[src/rtl/i2c_pkg.sv]
// Shared definitions for the byte-level I2C master.
//   - command codes presented on cmd[1:0]
//   - FSM state encoding
//   - ADXL345 bus address
//   - quarter_lines(): open-drain pull-down enables {scl_oe, sda_oe} for a
//     given state / quarter / bit position
package i2c_pkg;

  typedef enum logic [1:0] {
    CMD_START = 2'd0,
    CMD_WRITE = 2'd1,
    CMD_READ  = 2'd2,
    CMD_STOP  = 2'd3
  } cmd_e;

  typedef enum logic [2:0] {
    ST_IDLE,
    ST_START,
    ST_WRITE,
    ST_READ,
    ST_STOP,
    ST_REJECT
  } state_e;

  localparam logic [6:0] ADXL_ADDR = 7'h53;

  // Returns {scl_oe, sda_oe} for quarter q of the given state.
  // ack_bit: 9th bit of a byte transfer; dbit: current WRITE data bit.
  function automatic logic [1:0] quarter_lines(
    input state_e     st,
    input logic [1:0] q,
    input logic       ack_bit,
    input logic       dbit,
    input logic       rd_ack
  );
    logic scl_low;
    scl_low = (q == 2'd0) || (q == 2'd3);
    case (st)
      // SDA falls in q2 while SCL is high
      ST_START: case (q)
        2'd0:    quarter_lines = 2'b10;
        2'd1:    quarter_lines = 2'b00;
        2'd2:    quarter_lines = 2'b01;
        default: quarter_lines = 2'b11;
      endcase
      // SDA rises in q2 while SCL is high
      ST_STOP: case (q)
        2'd0:    quarter_lines = 2'b11;
        2'd1:    quarter_lines = 2'b01;
        default: quarter_lines = 2'b00;
      endcase
      ST_WRITE: quarter_lines = {scl_low, ack_bit ? 1'b0   : ~dbit};
      ST_READ:  quarter_lines = {scl_low, ack_bit ? rd_ack : 1'b0};
      default:  quarter_lines = 2'b00;
    endcase
  endfunction

endpackage

[src/rtl/i2c_quarter_tick.sv]
// SCL quarter-period divider.
//   CLOCK_50 : system clock
//   reset    : async active-high
//   run      : count while high
//   clear    : hold counter at 0 (takes priority over run)
//   tick     : one-cycle pulse on the last cycle of each quarter
module i2c_quarter_tick #(
  parameter int CLK_DIV = 125
) (
  input  logic CLOCK_50,
  input  logic reset,
  input  logic run,
  input  logic clear,
  output logic tick
);

  localparam int W = $clog2(CLK_DIV);

  logic [W-1:0] cnt;

  assign tick = run && (cnt == W'(CLK_DIV - 1));

  always_ff @(posedge CLOCK_50 or posedge reset) begin
    if (reset)      cnt <= '0;
    else if (clear) cnt <= '0;
    else if (run)   cnt <= tick ? '0 : cnt + 1'b1;
  end

endmodule

[src/rtl/i2c_byte_master.sv]
// Byte-level I2C master: executes one START / WRITE / READ / STOP command at
// a time and returns one response per command.
//   CLOCK_50, reset        : clock, async active-high reset
//   cmd_valid/cmd_ready    : command handshake (ready only in IDLE)
//   cmd, wr_data, rd_ack   : command code, WRITE byte, READ ack to send
//   rsp_valid, err         : completion pulse, 1 = command rejected
//   rd_data, ack_rx        : last READ byte, last WRITE slave ack
//   busy                   : ~cmd_ready
//   scl_oe, sda_oe         : 1 = pull the line low
//   sda_i                  : SDA pin level (asynchronous)
module i2c_byte_master
  import i2c_pkg::*;
#(
  parameter int CLK_DIV = 125
) (
  input  logic       CLOCK_50,
  input  logic       reset,
  input  logic       cmd_valid,
  output logic       cmd_ready,
  input  logic [1:0] cmd,
  input  logic [7:0] wr_data,
  input  logic       rd_ack,
  output logic       rsp_valid,
  output logic [7:0] rd_data,
  output logic       ack_rx,
  output logic       err,
  output logic       busy,
  output logic       scl_oe,
  output logic       sda_oe,
  input  logic       sda_i
);

  state_e     state, state_n;
  logic       tick, run, last, accept, byte_st;
  logic [1:0] q;
  logic [3:0] bit_cnt;
  logic [7:0] tx_sh, rx_sh;
  logic       rd_ack_q;
  logic       bus_active;
  logic [1:0] sda_sync;
  logic       sda_s;

  logic [1:0] nq;
  logic [3:0] nbit;
  logic       ndbit;
  logic [1:0] nxt_lines, acc_lines;

  assign cmd_ready = (state == ST_IDLE);
  assign busy      = ~cmd_ready;
  assign accept    = cmd_valid && cmd_ready;
  assign sda_s     = sda_sync[1];
  assign byte_st   = (state == ST_WRITE) || (state == ST_READ);
  assign run       = (state == ST_START) || (state == ST_STOP) || byte_st;
  assign last      = tick && (q == 2'd3) && (!byte_st || bit_cnt == 4'd8);

  i2c_quarter_tick #(.CLK_DIV(CLK_DIV)) u_qtick (
    .CLOCK_50 (CLOCK_50),
    .reset    (reset),
    .run      (run),
    .clear    (state == ST_IDLE),
    .tick     (tick)
  );

  always_ff @(posedge CLOCK_50 or posedge reset) begin
    if (reset) state <= ST_IDLE;
    else       state <= state_n;
  end

  // Next state and response strobes. rsp_valid is asserted on the final
  // cycle of the command, while cmd_ready is still low.
  always_comb begin
    state_n   = state;
    rsp_valid = 1'b0;
    err       = 1'b0;
    case (state)
      ST_IDLE: if (accept) begin
        case (cmd)
          CMD_START: state_n = ST_START;
          CMD_WRITE: state_n = bus_active ? ST_WRITE : ST_REJECT;
          CMD_READ:  state_n = bus_active ? ST_READ  : ST_REJECT;
          default:   state_n = bus_active ? ST_STOP  : ST_REJECT;
        endcase
      end
      ST_REJECT: begin
        state_n   = ST_IDLE;
        rsp_valid = 1'b1;
        err       = 1'b1;
      end
      ST_START, ST_WRITE, ST_READ, ST_STOP: if (last) begin
        state_n   = ST_IDLE;
        rsp_valid = 1'b1;
      end
      default: state_n = ST_IDLE;
    endcase
  end

  // Line levels for the quarter that begins after the next tick, and for
  // q0 of a freshly accepted command. The outputs are registered so the
  // async clear releases both lines immediately.
  always_comb begin
    nq        = q + 2'd1;
    nbit      = (q == 2'd3) ? bit_cnt + 4'd1 : bit_cnt;
    ndbit     = (q == 2'd3) ? tx_sh[6] : tx_sh[7];
    nxt_lines = quarter_lines(state, nq, nbit == 4'd8, ndbit, rd_ack_q);
    acc_lines = quarter_lines(state_n, 2'd0, 1'b0, wr_data[7], rd_ack);
  end

  always_ff @(posedge CLOCK_50 or posedge reset) begin
    if (reset) begin
      sda_sync   <= 2'b11;
      q          <= '0;
      bit_cnt    <= '0;
      tx_sh      <= '0;
      rx_sh      <= '0;
      rd_ack_q   <= 1'b0;
      rd_data    <= '0;
      ack_rx     <= 1'b0;
      bus_active <= 1'b0;
      scl_oe     <= 1'b0;
      sda_oe     <= 1'b0;
    end else begin
      sda_sync <= {sda_sync[0], sda_i};
      if (accept) begin
        q        <= '0;
        bit_cnt  <= '0;
        tx_sh    <= wr_data;
        rd_ack_q <= rd_ack;
        // a rejected command leaves the lines untouched
        if (state_n != ST_REJECT) {scl_oe, sda_oe} <= acc_lines;
      end else if (tick) begin
        // sample point: last cycle of q1 (SCL high)
        if (q == 2'd1) begin
          if (state == ST_WRITE && bit_cnt == 4'd8) ack_rx <= ~sda_s;
          if (state == ST_READ) begin
            if (bit_cnt != 4'd8) rx_sh   <= {rx_sh[6:0], sda_s};
            else                 rd_data <= rx_sh;
          end
        end
        if (last) begin
          // q3 levels already hold the correct idle state for each command
          if (state == ST_START) bus_active <= 1'b1;
          if (state == ST_STOP)  bus_active <= 1'b0;
        end else begin
          q <= nq;
          if (q == 2'd3) begin
            bit_cnt <= nbit;
            tx_sh   <= {tx_sh[6:0], 1'b0};
          end
          {scl_oe, sda_oe} <= nxt_lines;
        end
      end
    end
  end

endmodule

[config.mk]
export PLATFORM = sky130hd
export DESIGN_NAME = i2c_byte_master
export DESIGN_NICKNAME = d
export VERILOG_FILES = /design/src/rtl/i2c_pkg.sv /design/src/rtl/i2c_quarter_tick.sv /design/src/rtl/i2c_byte_master.sv
export SDC_FILE = /design/constraint.sdc
export NUM_CORES = 1
export LEC_CHECK = 0
export ABC_AREA = 1
export BUFFER_PORTS_ARGS = -buffer_cell sky130_fd_sc_hd__buf_2
export CORE_MARGIN = 2
export CORE_UTILIZATION = 44
export CTS_CLUSTER_DIAMETER = 150
export DETAILED_ROUTE_END_ITERATION = 16
export HOLD_SLACK_MARGIN = 0.15
export PLACE_DENSITY = 0.71
export SLEW_MARGIN = 0
export SYNTH_ARGS = -nofsm -noshare
export SYNTH_HDL_FRONTEND = slang
export SYNTH_SLANG_ARGS = --single-unit
[constraint.sdc]
create_clock -name CLOCK_50 -period 4.45 [get_ports CLOCK_50]
set_input_delay 0.89 -clock CLOCK_50 [delete_from_list [all_inputs] [get_ports CLOCK_50]]
set_output_delay 0.89 -clock CLOCK_50 [all_outputs]
set_load 0.005 [all_outputs]
* Yosys cells after proc, flatten, opt, wreduce, memory -nomap -nowiden
Cells that the tools add are included.
Storage, ports and cells: register bits after elaboration 47, logic and storage cells 114
Cells by class: add/sub/neg operators 3, equal/unequal tests 23, mux-type cells 42, bitwise operators 6, reductions and logical operators 27
Operators by type and width (count):
- two-way mux 8 bit | 4
- two-way mux 7 bit | 3
- two-way mux 4 bit | 5
- two-way mux 1 bit | 16
- == test 3 x 2 -> 1 bit (second input constant) | 4
- two-way mux 3 bit | 4
- case mux 2 bit (3 select lines) | 2
- AND reduction 5 bit | 2
- == test 3 bit (second input constant) | 3
- case mux 3 bit (3 select lines) | 1
- == test 2 bit (second input constant) | 4
- == test 4 bit (second input constant) | 2
- case mux 2 bit (4 select lines) | 1
- AND reduction 4 bit | 2
- nonzero test 2 bit | 4
- adder 7 x 1 -> 7 bit (second input constant) | 1
- == test 7 bit (second input constant) | 1
- == test 2 x 1 -> 1 bit (second input constant) | 3
- == test 3 x 1 -> 1 bit (second input constant) | 2
- two-way mux 2 bit | 3
- inverter 1 bit | 6
- case mux 3 bit (2 select lines) | 1
- AND reduction 3 bit | 2
- logical AND 1 bit | 5
- other kinds (14) | 20

* Logic depth before layout (Yosys ltp)
word-level depth 13, gate-level depth with buffers 11

* By module
A second synthesis with hierarchy kept.
Second synthesis, totals: cells, all modules 289, area total of the unflattened synthesis 2499.9 µm²
By module, submodules not included:
- i2c_byte_master | instances 1, cells each 228, area an instance 2024.4 µm², sequential area each 1003.5 µm²
- i2c_quarter_tick | instances 1, cells each 61, area an instance 475.5 µm², sequential area each 175.2 µm²

* Worst setup path after synthesis
Ideal clock, no wire load.
path type reg-to-output, start point reg bit_cnt[0], end point out rsp_valid, arrival 1236 ps, data required time 3560 ps, slack 2324 ps, stages on the path, launching flop included 7, cells stage by stage dfrtp_1 > inv_1 > ha_1 > nand3_1 > nand2_1 > nand4_2 > o21ai_0
On the way: word-level cells in the longest chain between the ends 5
RTL lines:
- start: declaration | RTL line i2c_byte_master.sv:36 | logic [3:0] bit_cnt;
- start signal: assignment | RTL line i2c_byte_master.sv:146 | bit_cnt <= nbit;
- == test 4 bit | RTL line i2c_byte_master.sv:54 | assign last = tick && (q == 2'd3) && (!byte_st || bit_cnt == 4'd8);
- logical OR 1 bit | RTL line i2c_byte_master.sv:54
- logical AND 1 bit | RTL line i2c_byte_master.sv:54
- two-way mux 1 bit | RTL line i2c_byte_master.sv:89 | ST_START, ST_WRITE, ST_READ, ST_STOP: if (last) begin
- case mux 1 bit (2 select lines) | RTL line i2c_byte_master.sv:75 | case (state)
- end: declaration | RTL line i2c_byte_master.sv:23 | output logic rsp_valid,
No other way between the ends.

* Worst setup path after layout
start point reg bit_cnt[1], end point out rsp_valid
Same word-level chain as after synthesis.

==> run metrics <==
Final WS setup=between 1.5 and 2 ns; Worst-Skew Late Latency=~0.30 ns; clk sinks=47; final worst path period share=0.599; dpl cells=365; Avg WL per Cell=between 10 and 15 um; CP Data Arrival Time=1.78 ns; first-pass GRT wire length=~7700 um; CP max stage cell=dfrtp_1; Die X-Extent=77.2 um; post-place setup slack=2.11 ns; H-tree depth=2; sw frac=0.337; CORE AREA=about 5100 um^2; overall fraction of global-route tracks in use=0.161; Power per Cell Area=453 nW/um^2; area grow syn2layout=13.7%; Worst Max-Slew Pin Slew=~0.96 ns; Reg clk slew, reported paths=about 0.09 ns; DIE HEIGHT=slightly below 80 um; final wirelength=approximately 4400 um; Seq cells post-synth=47; number of synthesized flops with an enable pin=0; Int Pwr=a little over 0.0008 W; # Post-CTS Setup Buffers=0; layout cells sized above 1=0.231; FILL cells=501; RSZ-0062 raised after global routing=no; status=finished, final reports clean; Syn Inst Count=270; final net count=323; DP HPWL=between 3000 and 4000 um; Starting Density=0.459; register area share after synthesis=0.500; initial antenna violation count=0; largest net degree at the start of global routing=48; Max clock buf depth=2; Crit Path Class=reg -> out; Flop pwr share=0.448; Critical Path RT=3.56 ns; maximum vdd drop=0.000244 V; TNS Setup=0 ns; post-synth cell types=35; post-layout minimum cycle time=2.67 ns; Critical path buffers and inverters=2; FP Rows=26; clock skew=0.0108 ns; worst hold path type=reg -> reg; I/O pin total=30; commonest non-fill, non-tap cell in the layout=nand2_1; fin cells=about 370; Final GP Congestion=about 0.84; Avg Cell Area, Syn=8.74 um^2; # DRC=0; Port Buf Inserts=29; Die Area=5960 um^2; initial DRC count=86; vias=between 1500 and 2000; max-cap violations=0; CP startpoint kind=flip-flop; total global routing overflow=0; vias in the first global route=around 1800; CTS tree=done; critical path's top delay family=simple AND/OR/NAND/NOR gates; Inserted Clock Buffers=5; combinational power share=0.279; Clk Tree Root Cell=clkbuf_8; max-slew violations=0; Syn Nets=between 200 and 300; Slew headroom=0.358; Leak=between 1 and 1.5 nW; Final ANT Viol Nets=0; 1st-pass router iterations=4; CP peak stage delay=a little under 0.4 ns; asr flop ratio synth=1.00; Final Setup Violations=0; via/cell ratio=just under 5; f_max=375 MHz; ys flop type=dfrtp_1; hold_buf cts=0; most frequent cells in the layout=60 x nand2_1, 45 x dfrtp_1, 33 x inv_1, 29 x buf_2, 19 x nor2_1; P_sw=about 0.0004 W; Post-CTS Resized=0; # diodes=0; clock share of power=0.273; CP Capture Type=output port; Synth Warn #=0; post-synthesis cell area=~2400 um^2; critical path cell sequence=inv_1 -> ha_1 -> nand3_1 -> nand2_1 -> nand4_2 -> o21ai_0 -> buf_2; Final Hold Viols=0; crit-path max FO=8
[final cells by class]
type / instances / area, um^2 / share of cell area
multi-input combinational: 175 / 983 / 0.367
inverter: 44 / 165 / 0.0616
clock inverter: 2 / 38.8 / 0.0145
clock buffer: 6 / 82.6 / 0.0308
sequential: 47 / 1180 / 0.440
timing repair buffer: 29 / 145 / 0.0541
tap: 70 / 87.6 / 0.0327
[layer usage]
metal / vias up / GRT usage / share of wire
met2: 34 / 0.254 / 0.45
met3: 8 / 0.0412 / 0.042
met5: - / 0 / 0
li1: 949 / - / -
met4: 0 / 0.0589 / 0.014
met1: 843 / 0.215 / 0.49
[registers in the layout, indices dropped and copies added, names as in the netlist, 2 cells and up]
signal and flops:
tx_sh 8, state 3, sda_sync 2, q 2, rx_sh 8, u_qtick.cnt 7
rd_data 8, bit_cnt 4
[worst register-to-register path, cell delays in order (launching register included)]
cell and delay, ns:
dfrtp_1 0.40, inv_1 0.10, ha_1 0.14, nand3_1 0.09, nor2_1 0.19, nand2_1 0.15, inv_2 0.13, nand4_2 0.31
mux2_1 0.44
[synthesized netlist by cell type, drive strengths merged, types with 2 or more instances]
library cell	count	area (um^2)
nand2	64	255
dfrtp	45	1130
inv	44	165
o21ai	25	151
nor2	23	111
nand3	15	75.1
a21oi	11	55.1
ha	6	75.1
o221ai	6	52.6
nor3	5	30.0
o22ai	4	25.0
xor2	4	35.0
buf	3	27.5
nand4	3	31.3
dfstp	2	52.6
[kinds of logic (layout without fill, tap and decap cells)]
group | Yosys count | after routing | synth area share
DFF | 47 | 47 | 0.500
xor gates and xnor gates | 4 | 4 | 0.0149
buffers and inverters | 48 | 81 | 0.0833
AOI/OAI and AO/OA | 52 | 52 | 0.141
adders and majority gates | 6 | 6 | 0.0318
muxes | 1 | 1 | 0.00477
and+or+nand+nor | 112 | 112 | 0.225
[power by group through the flow]
| stage | sequential (W) | clock (W) | combinational [W] |
|---|---|---|---|
| 5_1_grt | 0.000551 | 0.000359 | 0.000395 |
| 2_1_floorplan | 0.000535 | 0 | 0.000277 |
| 3_3_place_gp | 0.000550 | 0 | 0.000337 |
| 3_5_place_dp | 0.000553 | 0 | 0.000343 |
| 6_report | 0.000544 | 0.000331 | 0.000339 |
| 4_1_cts | 0.000545 | 0.000341 | 0.000344 |
[per-stage QoR]
stage          cell area, um^2  hold slack (ns)  power (W)  utilization
2_1_floorplan             2360            0.345   0.000812            -
3_3_place_gp              2560            0.348   0.000887        0.498
3_5_place_dp              2560            0.349   0.000896        0.498
4_1_cts                   2680            0.362    0.00123        0.522
5_1_grt                   2680            0.365    0.00130        0.522
6_report                  2680            0.361    0.00121        0.522
[final timing paths]
check / cells past startpoint / from / to / slack (ns)
worst max-delay path: 7 / bit_cnt[1] / rsp_valid / 1.78
worst min-delay path: 0 / sda_sync[0] / sda_sync[1] / 0.36
worst max register to register: 8 / u_qtick.cnt[0] / rx_sh[0] / 2.39
worst min register to register: 0 / sda_sync[0] / sda_sync[1] / 0.36
max in group asynchronous: 2 / reset / scl_oe / 3.05
min in group asynchronous: 2 / reset / rx_sh[5] / 0.81
Power figures use the tool's default switching activity.
